[src/rtl/pio_gen_pkg.sv]
// Shared definitions for the parametrised Avalon-MM PIO block.
package pio_gen_pkg;

    localparam logic [2:0] ADDR_DATA    = 3'd0;
    localparam logic [2:0] ADDR_DIR     = 3'd1;
    localparam logic [2:0] ADDR_IRQMASK = 3'd2;
    localparam logic [2:0] ADDR_EDGECAP = 3'd3;
    localparam logic [2:0] ADDR_OUTSET  = 3'd4;
    localparam logic [2:0] ADDR_OUTCLR  = 3'd5;

    typedef enum logic [1:0] {
        EDGE_RISE = 2'd0,
        EDGE_FALL = 2'd1,
        EDGE_ANY  = 2'd2
    } edge_mode_e;

    // Priming spans the 2-flop synchroniser fill plus the load cycle, so
    // the filter is seeded from a real input sample, never the reset zeros.
    localparam int PRIME_CYCLES = 3;

    // Debounce counter width; at least one bit so the bypass build stays legal.
    function automatic int cnt_width(input int cycles);
        return (cycles < 1) ? 1 : $clog2(cycles + 1);
    endfunction

endpackage

[src/rtl/pio_debounce_bit.sv]
// Single-bit debounce filter: the filtered value follows the synchronised
// input only after it has differed for DEBOUNCE_CYCLES consecutive cycles.
module pio_debounce_bit
    import pio_gen_pkg::*;
#(
    parameter int DEBOUNCE_CYCLES = 0
) (
    input  logic clk_clk,
    input  logic reset_reset_n,
    input  logic prime,
    input  logic d_sync,
    output logic q_filt
);

    localparam int CW = cnt_width(DEBOUNCE_CYCLES);

    logic [CW-1:0] cnt_q, cnt_d;
    logic          filt_q, filt_d;

    // Next-state: load directly while priming or bypassed, else count stability.
    always_comb begin
        cnt_d  = '0;
        filt_d = filt_q;
        if (prime || DEBOUNCE_CYCLES == 0) begin
            filt_d = d_sync;
        end else if (d_sync != filt_q) begin
            if (cnt_q == CW'(DEBOUNCE_CYCLES - 1)) filt_d = d_sync;
            else                                  cnt_d  = cnt_q + 1'b1;
        end
    end

    // Counter and filtered-value registers.
    always_ff @(posedge clk_clk or negedge reset_reset_n) begin
        if (!reset_reset_n) begin
            cnt_q  <= '0;
            filt_q <= 1'b0;
        end else begin
            cnt_q  <= cnt_d;
            filt_q <= filt_d;
        end
    end

    assign q_filt = filt_q;

endmodule

[src/rtl/avalon_pio_gen.sv]
// Parametrised Avalon-MM PIO: synchronised/debounced inputs with edge capture
// and a maskable level IRQ, plus direction and set/clear output registers.
module avalon_pio_gen
    import pio_gen_pkg::*;
#(
    parameter int               WIDTH           = 4,
    parameter int               DEBOUNCE_CYCLES = 0,
    parameter int               EDGE_MODE       = 0,
    parameter logic [WIDTH-1:0] RESET_OUT       = '0
) (
    input  logic             clk_clk,
    input  logic             reset_reset_n,
    input  logic [2:0]       avs_address,
    input  logic             avs_read,
    input  logic             avs_write,
    input  logic [31:0]      avs_writedata,
    output logic [31:0]      avs_readdata,
    output logic             irq,
    input  logic [WIDTH-1:0] pio_in_port,
    output logic [WIDTH-1:0] pio_out_port,
    output logic [WIDTH-1:0] pio_oe
);

    localparam logic [1:0] EM = EDGE_MODE[1:0];

    logic [WIDTH-1:0] s1_q, sync_q, filt, filt_dly_q;
    logic [WIDTH-1:0] out_q, out_d, dir_q, dir_d, mask_q, mask_d;
    logic [WIDTH-1:0] ecap_q, ecap_d, ecap_clr, edge_w, wd;
    logic [1:0]       pcnt_q;
    logic             primed_q, prime, irq_q;
    logic [31:0]      rdata_q, rdata_d;
    logic             unused_ok;

    assign wd        = avs_writedata[WIDTH-1:0];
    assign unused_ok = &{1'b0, avs_writedata};
    assign prime     = ~primed_q;

    // Synchroniser, filter delay line and post-reset priming sequencer.
    always_ff @(posedge clk_clk or negedge reset_reset_n) begin
        if (!reset_reset_n) begin
            s1_q       <= '0;
            sync_q     <= '0;
            filt_dly_q <= '0;
            pcnt_q     <= '0;
            primed_q   <= 1'b0;
        end else begin
            s1_q       <= pio_in_port;
            sync_q     <= s1_q;
            filt_dly_q <= prime ? sync_q : filt;
            if (!primed_q) begin
                pcnt_q <= pcnt_q + 2'd1;
                if (pcnt_q == 2'(PRIME_CYCLES - 1)) primed_q <= 1'b1;
            end
        end
    end

    for (genvar i = 0; i < WIDTH; i++) begin : g_db
        pio_debounce_bit #(.DEBOUNCE_CYCLES(DEBOUNCE_CYCLES)) u_db (
            .clk_clk       (clk_clk),
            .reset_reset_n (reset_reset_n),
            .prime         (prime),
            .d_sync        (sync_q[i]),
            .q_filt        (filt[i])
        );
    end

    // Edge select per EDGE_MODE, suppressed until priming completes.
    always_comb begin
        edge_w = '0;
        case (edge_mode_e'(EM))
            EDGE_RISE: edge_w = filt & ~filt_dly_q;
            EDGE_FALL: edge_w = ~filt & filt_dly_q;
            default:   edge_w = filt ^ filt_dly_q;
        endcase
        if (!primed_q) edge_w = '0;
    end

    // Register writes; a capture in the same cycle as a clear wins.
    always_comb begin
        out_d    = out_q;
        dir_d    = dir_q;
        mask_d   = mask_q;
        ecap_clr = '0;
        if (avs_write) begin
            case (avs_address)
                ADDR_DATA:    out_d    = wd;
                ADDR_DIR:     dir_d    = wd;
                ADDR_IRQMASK: mask_d   = wd;
                ADDR_EDGECAP: ecap_clr = wd;
                ADDR_OUTSET:  out_d    = out_q | wd;
                ADDR_OUTCLR:  out_d    = out_q & ~wd;
                default:      ;
            endcase
        end
        ecap_d = (ecap_q & ~ecap_clr) | edge_w;
    end

    // Read mux from pre-write state; unused upper bits stay zero.
    always_comb begin
        rdata_d = '0;
        case (avs_address)
            ADDR_DATA:    rdata_d[WIDTH-1:0] = (dir_q & out_q) | (~dir_q & filt);
            ADDR_DIR:     rdata_d[WIDTH-1:0] = dir_q;
            ADDR_IRQMASK: rdata_d[WIDTH-1:0] = mask_q;
            ADDR_EDGECAP: rdata_d[WIDTH-1:0] = ecap_q;
            default:      rdata_d = '0;
        endcase
    end

    // Control/status registers, registered read data and IRQ.
    always_ff @(posedge clk_clk or negedge reset_reset_n) begin
        if (!reset_reset_n) begin
            out_q   <= RESET_OUT;
            dir_q   <= '0;
            mask_q  <= '0;
            ecap_q  <= '0;
            rdata_q <= '0;
            irq_q   <= 1'b0;
        end else begin
            out_q  <= out_d;
            dir_q  <= dir_d;
            mask_q <= mask_d;
            ecap_q <= ecap_d;
            irq_q  <= |(ecap_q & mask_q);
            if (avs_read) rdata_q <= rdata_d;
        end
    end

    assign avs_readdata = rdata_q;
    assign irq          = irq_q;
    assign pio_out_port = out_q;
    assign pio_oe       = dir_q;

endmodule
[config.mk]
export PLATFORM = sky130hd
export DESIGN_NAME = avalon_pio_gen
export DESIGN_NICKNAME = d
export VERILOG_FILES = /design/src/rtl/pio_gen_pkg.sv /design/src/rtl/pio_debounce_bit.sv /design/src/rtl/avalon_pio_gen.sv
export SDC_FILE = /design/constraint.sdc
export NUM_CORES = 1
export LEC_CHECK = 0
export ABC_CLOCK_PERIOD_IN_PS = 1000
export CORE_ASPECT_RATIO = 2
export CORE_MARGIN = 5
export CORE_UTILIZATION = 41
export CTS_CLUSTER_DIAMETER = 80
export CTS_CLUSTER_SIZE = 8
export DETAILED_ROUTE_END_ITERATION = 10
export PLACE_DENSITY = 0.79
export SETUP_SLACK_MARGIN = 0.1
export SLEW_MARGIN = 10
export SYNTH_ARGS = -nofsm -noshare
export SYNTH_HDL_FRONTEND = slang
export SYNTH_SLANG_ARGS = --single-unit
export TNS_END_PERCENT = 50
[constraint.sdc]
create_clock -name clk_clk -period 1 [get_ports clk_clk]
set_input_delay 0.2 -clock clk_clk [delete_from_list [all_inputs] [get_ports clk_clk]]
set_output_delay 0.2 -clock clk_clk [all_outputs]
set_load 0.05 [all_outputs]
==> impl_metrics.env <==
export IMPL_path_class="reg2out"
export IMPL_clk_pin_slew_ps=80
export IMPL_layout_nets=251
export IMPL_maxCapViolCount=0
export IMPL_synth_cell_types=27
export IMPL_rsz0062_at_grt="yes"
export IMPL_firstDrtPassIters=4
export IMPL_rows=34
export IMPL_yosysWarningCount=0
export IMPL_drt_iter0_markers=40
export IMPL_crit_arrival_ps=970
export IMPL_portBuffers=27
export IMPL_crit_fanout=2
export IMPL_grt_pass1_vias=1338
export IMPL_drive_above_1_share_pct=38.9
export IMPL_antenna_found_initial=0
export IMPL_vias=1257
export IMPL_ant_nets=0
export IMPL_ir_worst_vdd_mv=1.23
export IMPL_placeableCoreArea_mm2=0.00438
export IMPL_fin_cells=262
export IMPL_cts_root_buf="clkbuf_8"
export IMPL_die_h_um=105
export IMPL_grt_use_total_pct=14.0
export IMPL_final_util_pct=58.2
export IMPL_clockBufferDepth=2
export IMPL_hpwl_um=3020
export IMPL_ys_seq_elements=40
export IMPL_die_w_um=57.4
export IMPL_crit_path_end_kind="output pin"
export IMPL_clock_latency_ps=290
export IMPL_grt_max_degree=41
export IMPL_tritoncts="yes"
export IMPL_pre_cts_slack_ps=-579
export IMPL_p_leak_uw=0.00120
export IMPL_min_period_ps=1170
export IMPL_status="complete, but fails checks"
export IMPL_regArea_mm2=0.00101
export IMPL_r2r_setup_slack_ps=-80
export IMPL_synth_simple_area_share_pct=10.4
export IMPL_synth_compound_area_share_pct=10.1
export IMPL_violations="negative setup slack"
export IMPL_synthXorXnorAreaFrac_pct=0.475
export IMPL_cts_sinks=40
export IMPL_gp_congestion=0.831
export IMPL_regToRegStartpoint="pio_out_port[0]$_DFFE_PN0P_"
export IMPL_n_antenna_cell=0
export IMPL_synth_top_family_by_area="buffers and inverters"
export IMPL_drt_total_wl_um=4130
export IMPL_skew_ps=5.34
export IMPL_syn_area_mm2=0.00185
export IMPL_io_pins=84
export IMPL_start_kind="flip-flop"
export IMPL_yosysSeqAreaShare_pct=54.2
export IMPL_grt_overflow=0
export IMPL_r2r_worst_path_cells=4
export IMPL_drc=0
export IMPL_crit_end="pio_out_port[2]"
export IMPL_synthCells=151
export IMPL_htree_levels=2
export IMPL_post_drt_wl_per_cell_um=15.7
export IMPL_finalSetupViolCount=15
export IMPL_area_growth_pct=38.1
export IMPL_crit_required_ps=800
export IMPL_via_per_inst=4.80
export IMPL_cts_buffers=5
export IMPL_synth_mux_area_share_pct=9.83
export IMPL_fillCellCount=344
export IMPL_die_area_mm2=0.00602
export IMPL_multi_input_area_um2=739
export IMPL_dp_cells=249
export IMPL_start_util_pct=42.1
export IMPL_hp_class="in2reg"
export IMPL_avgSynthCellArea_um2=12.2
export IMPL_finalCritPeriodShare_pct=117
export IMPL_worst_slack_ps=-169
export IMPL_reg2reg_to="avs_readdata[0]$_DFFE_PN0P_"
export IMPL_timing_fmax_mhz=855
export IMPL_critical_path_startpoint="pio_out_port[2]$_DFFE_PN0P_"
export IMPL_worstHoldPathCells=3
export IMPL_powerDensity_mw_per_mm2=1820
export IMPL_drv_slew=0
export IMPL_grt_pass1_wl_um=6490
export IMPL_synth_fa_ha_area_share_pct=0.678
export IMPL_hold_viol=0
-- layer usage --
layer / vias up / GRT usage (%) / part of all wire, % / routed length (um)
met1: 604 / 14.2 / 34 / 1380
met5: - / 0 / 0 / 0
li1: 578 / - / - / -
met3: 14 / 2.47 / 7.4 / 304
met4: 0 / 8.62 / 5.1 / 210
met2: 61 / 25.2 / 54 / 2230
-- state kept, by name, summed over array words and instances (netlist names) --
| signal | flops |
|---|---|
| sync_q | 4 |
| pio_oe | 4 |
| avs_readdata | 4 |
| irq | 1 |
| mask_q | 4 |
| filt_dly_q | 4 |
| primed_q | 1 |
| ecap_q | 4 |
| g_db.u_db.q_filt | 4 |
| s1_q | 4 |
| pcnt_q | 2 |
| pio_out_port | 4 |
-- layout by cell type (no fill, tap or decap), types with 5 or more instances in the layout --
cell type | netlist | layout
mux2_4 | 8 | 9
inv_1 | 10 | 9
conb_1 | 1 | 28
clkbuf_8 | 0 | 6
nand2_1 | 8 | 6
buf_12 | 0 | 14
dfrtp_1 | 40 | 31
buf_4 | 29 | 17
mux2i_1 | 5 | 5
o21ai_1 | 0 | 6
dfrtp_2 | 0 | 9
buf_6 | 0 | 6
clkdlybuf4s50_1 | 0 | 5
-- repair_timing --
item | 4_1_cts | 5_1_grt
hold endpoints to repair | 40 | 0
endpoints found under the setup margin | 39 | 36
pin swaps | 10 | 9
gates resized for setup | 31 | 10
hold buffers | 1 | 0
buffers inserted | 1 | 3
-- how the worst min path moves through the flow --
| stage | start | slack (ps) | to |
|---|---|---|---|
| 2_1_floorplan | reset_reset_n | -100 | avs_readdata[0]$_DFFE_PN0P_ |
| 3_3_place_gp | reset_reset_n | 180 | avs_readdata[3]$_DFFE_PN0P_ |
| 3_5_place_dp | reset_reset_n | 190 | pio_out_port[3]$_DFFE_PN0P_ |
| 4_1_cts | avs_address[1] | 330 | pio_out_port[3]$_DFFE_PN0P_ |
| 5_1_grt | pio_in_port[2] | 340 | s1_q[2]$_DFF_PN0_ |
| 6_report | avs_writedata[1] | 330 | pio_out_port[1]$_DFFE_PN0P_ |
-- power breakdown --
part	internal, uW	switching, uW
logic	726	849
registers	1800	184
clock network	550	533
total	3080	1570
-- critical path, cell delays in order, from the launching register on --
cell,delay [ps]
dfrtp_2,420
buf_6,130
buf_12,140
-- cell families (layout without fill, tap and decap cells) --
family          count (synthesis)  in the layout
mux                            14             14
buf+inv                        40             70
flops                          40             40
compound gates                 25             25
xor+xnor                        1              1
other cells                     1             28
simple gates                   29             29
fa+ha+maj                       1              1
-- synthesized netlist by cell type --
library cell	instances	area, um2
o21a_1	4	30.0
and4bb_4	2	32.5
conb_1	1	3.75
a22oi_1	2	15.0
nor3b_1	5	37.5
o2bb2ai_1	3	26.3
nand3b_1	1	7.51
o221ai_1	4	35.0
mux2_4	8	120
o21ai_0	7	35.0
nand2b_1	5	31.3
a32o_1	1	10.0
nor2b_2	1	8.76
a22o_1	4	35.0
buf_2	1	5.00
or2_2	1	6.26
and4b_1	1	10.0
buf_4	29	218
mux2_2	1	11.3
dfrtp_1	40	1000
nand3_1	4	20.0
nand2_1	8	30.0
ha_1	1	12.5
xnor2_1	1	8.76
inv_1	10	37.5
and2b_1	1	7.51
mux2i_1	5	50.1
-- per-stage QoR --
| stage | setup TNS (ps) | hold WS (ps) | total power [uW] | area, um2 |
|---|---|---|---|---|
| 5_1_grt | -1870 | 342 | 4830 | 2550 |
| 3_3_place_gp | -9690 | 184 | 3480 | 2360 |
| 2_1_floorplan | -185 | -95.6 | 2860 | 1960 |
| 6_report | -1420 | 328 | 4640 | 2550 |
| 3_5_place_dp | -10230 | 188 | 3510 | 2360 |
| 4_1_cts | -1520 | 332 | 4640 | 2510 |
-- layout make-up --
cell class                 count  share of cell area [%]
sequential                    40                    39.7
timing repair buffer          52                    23.5
clock buffer                   6                    3.24
inverter                      10                    1.47
multi-input combinational     98                    29.0
tap                           54                    2.65
clock inverter                 2                   0.393
Power figures use the tool's default switching activity.
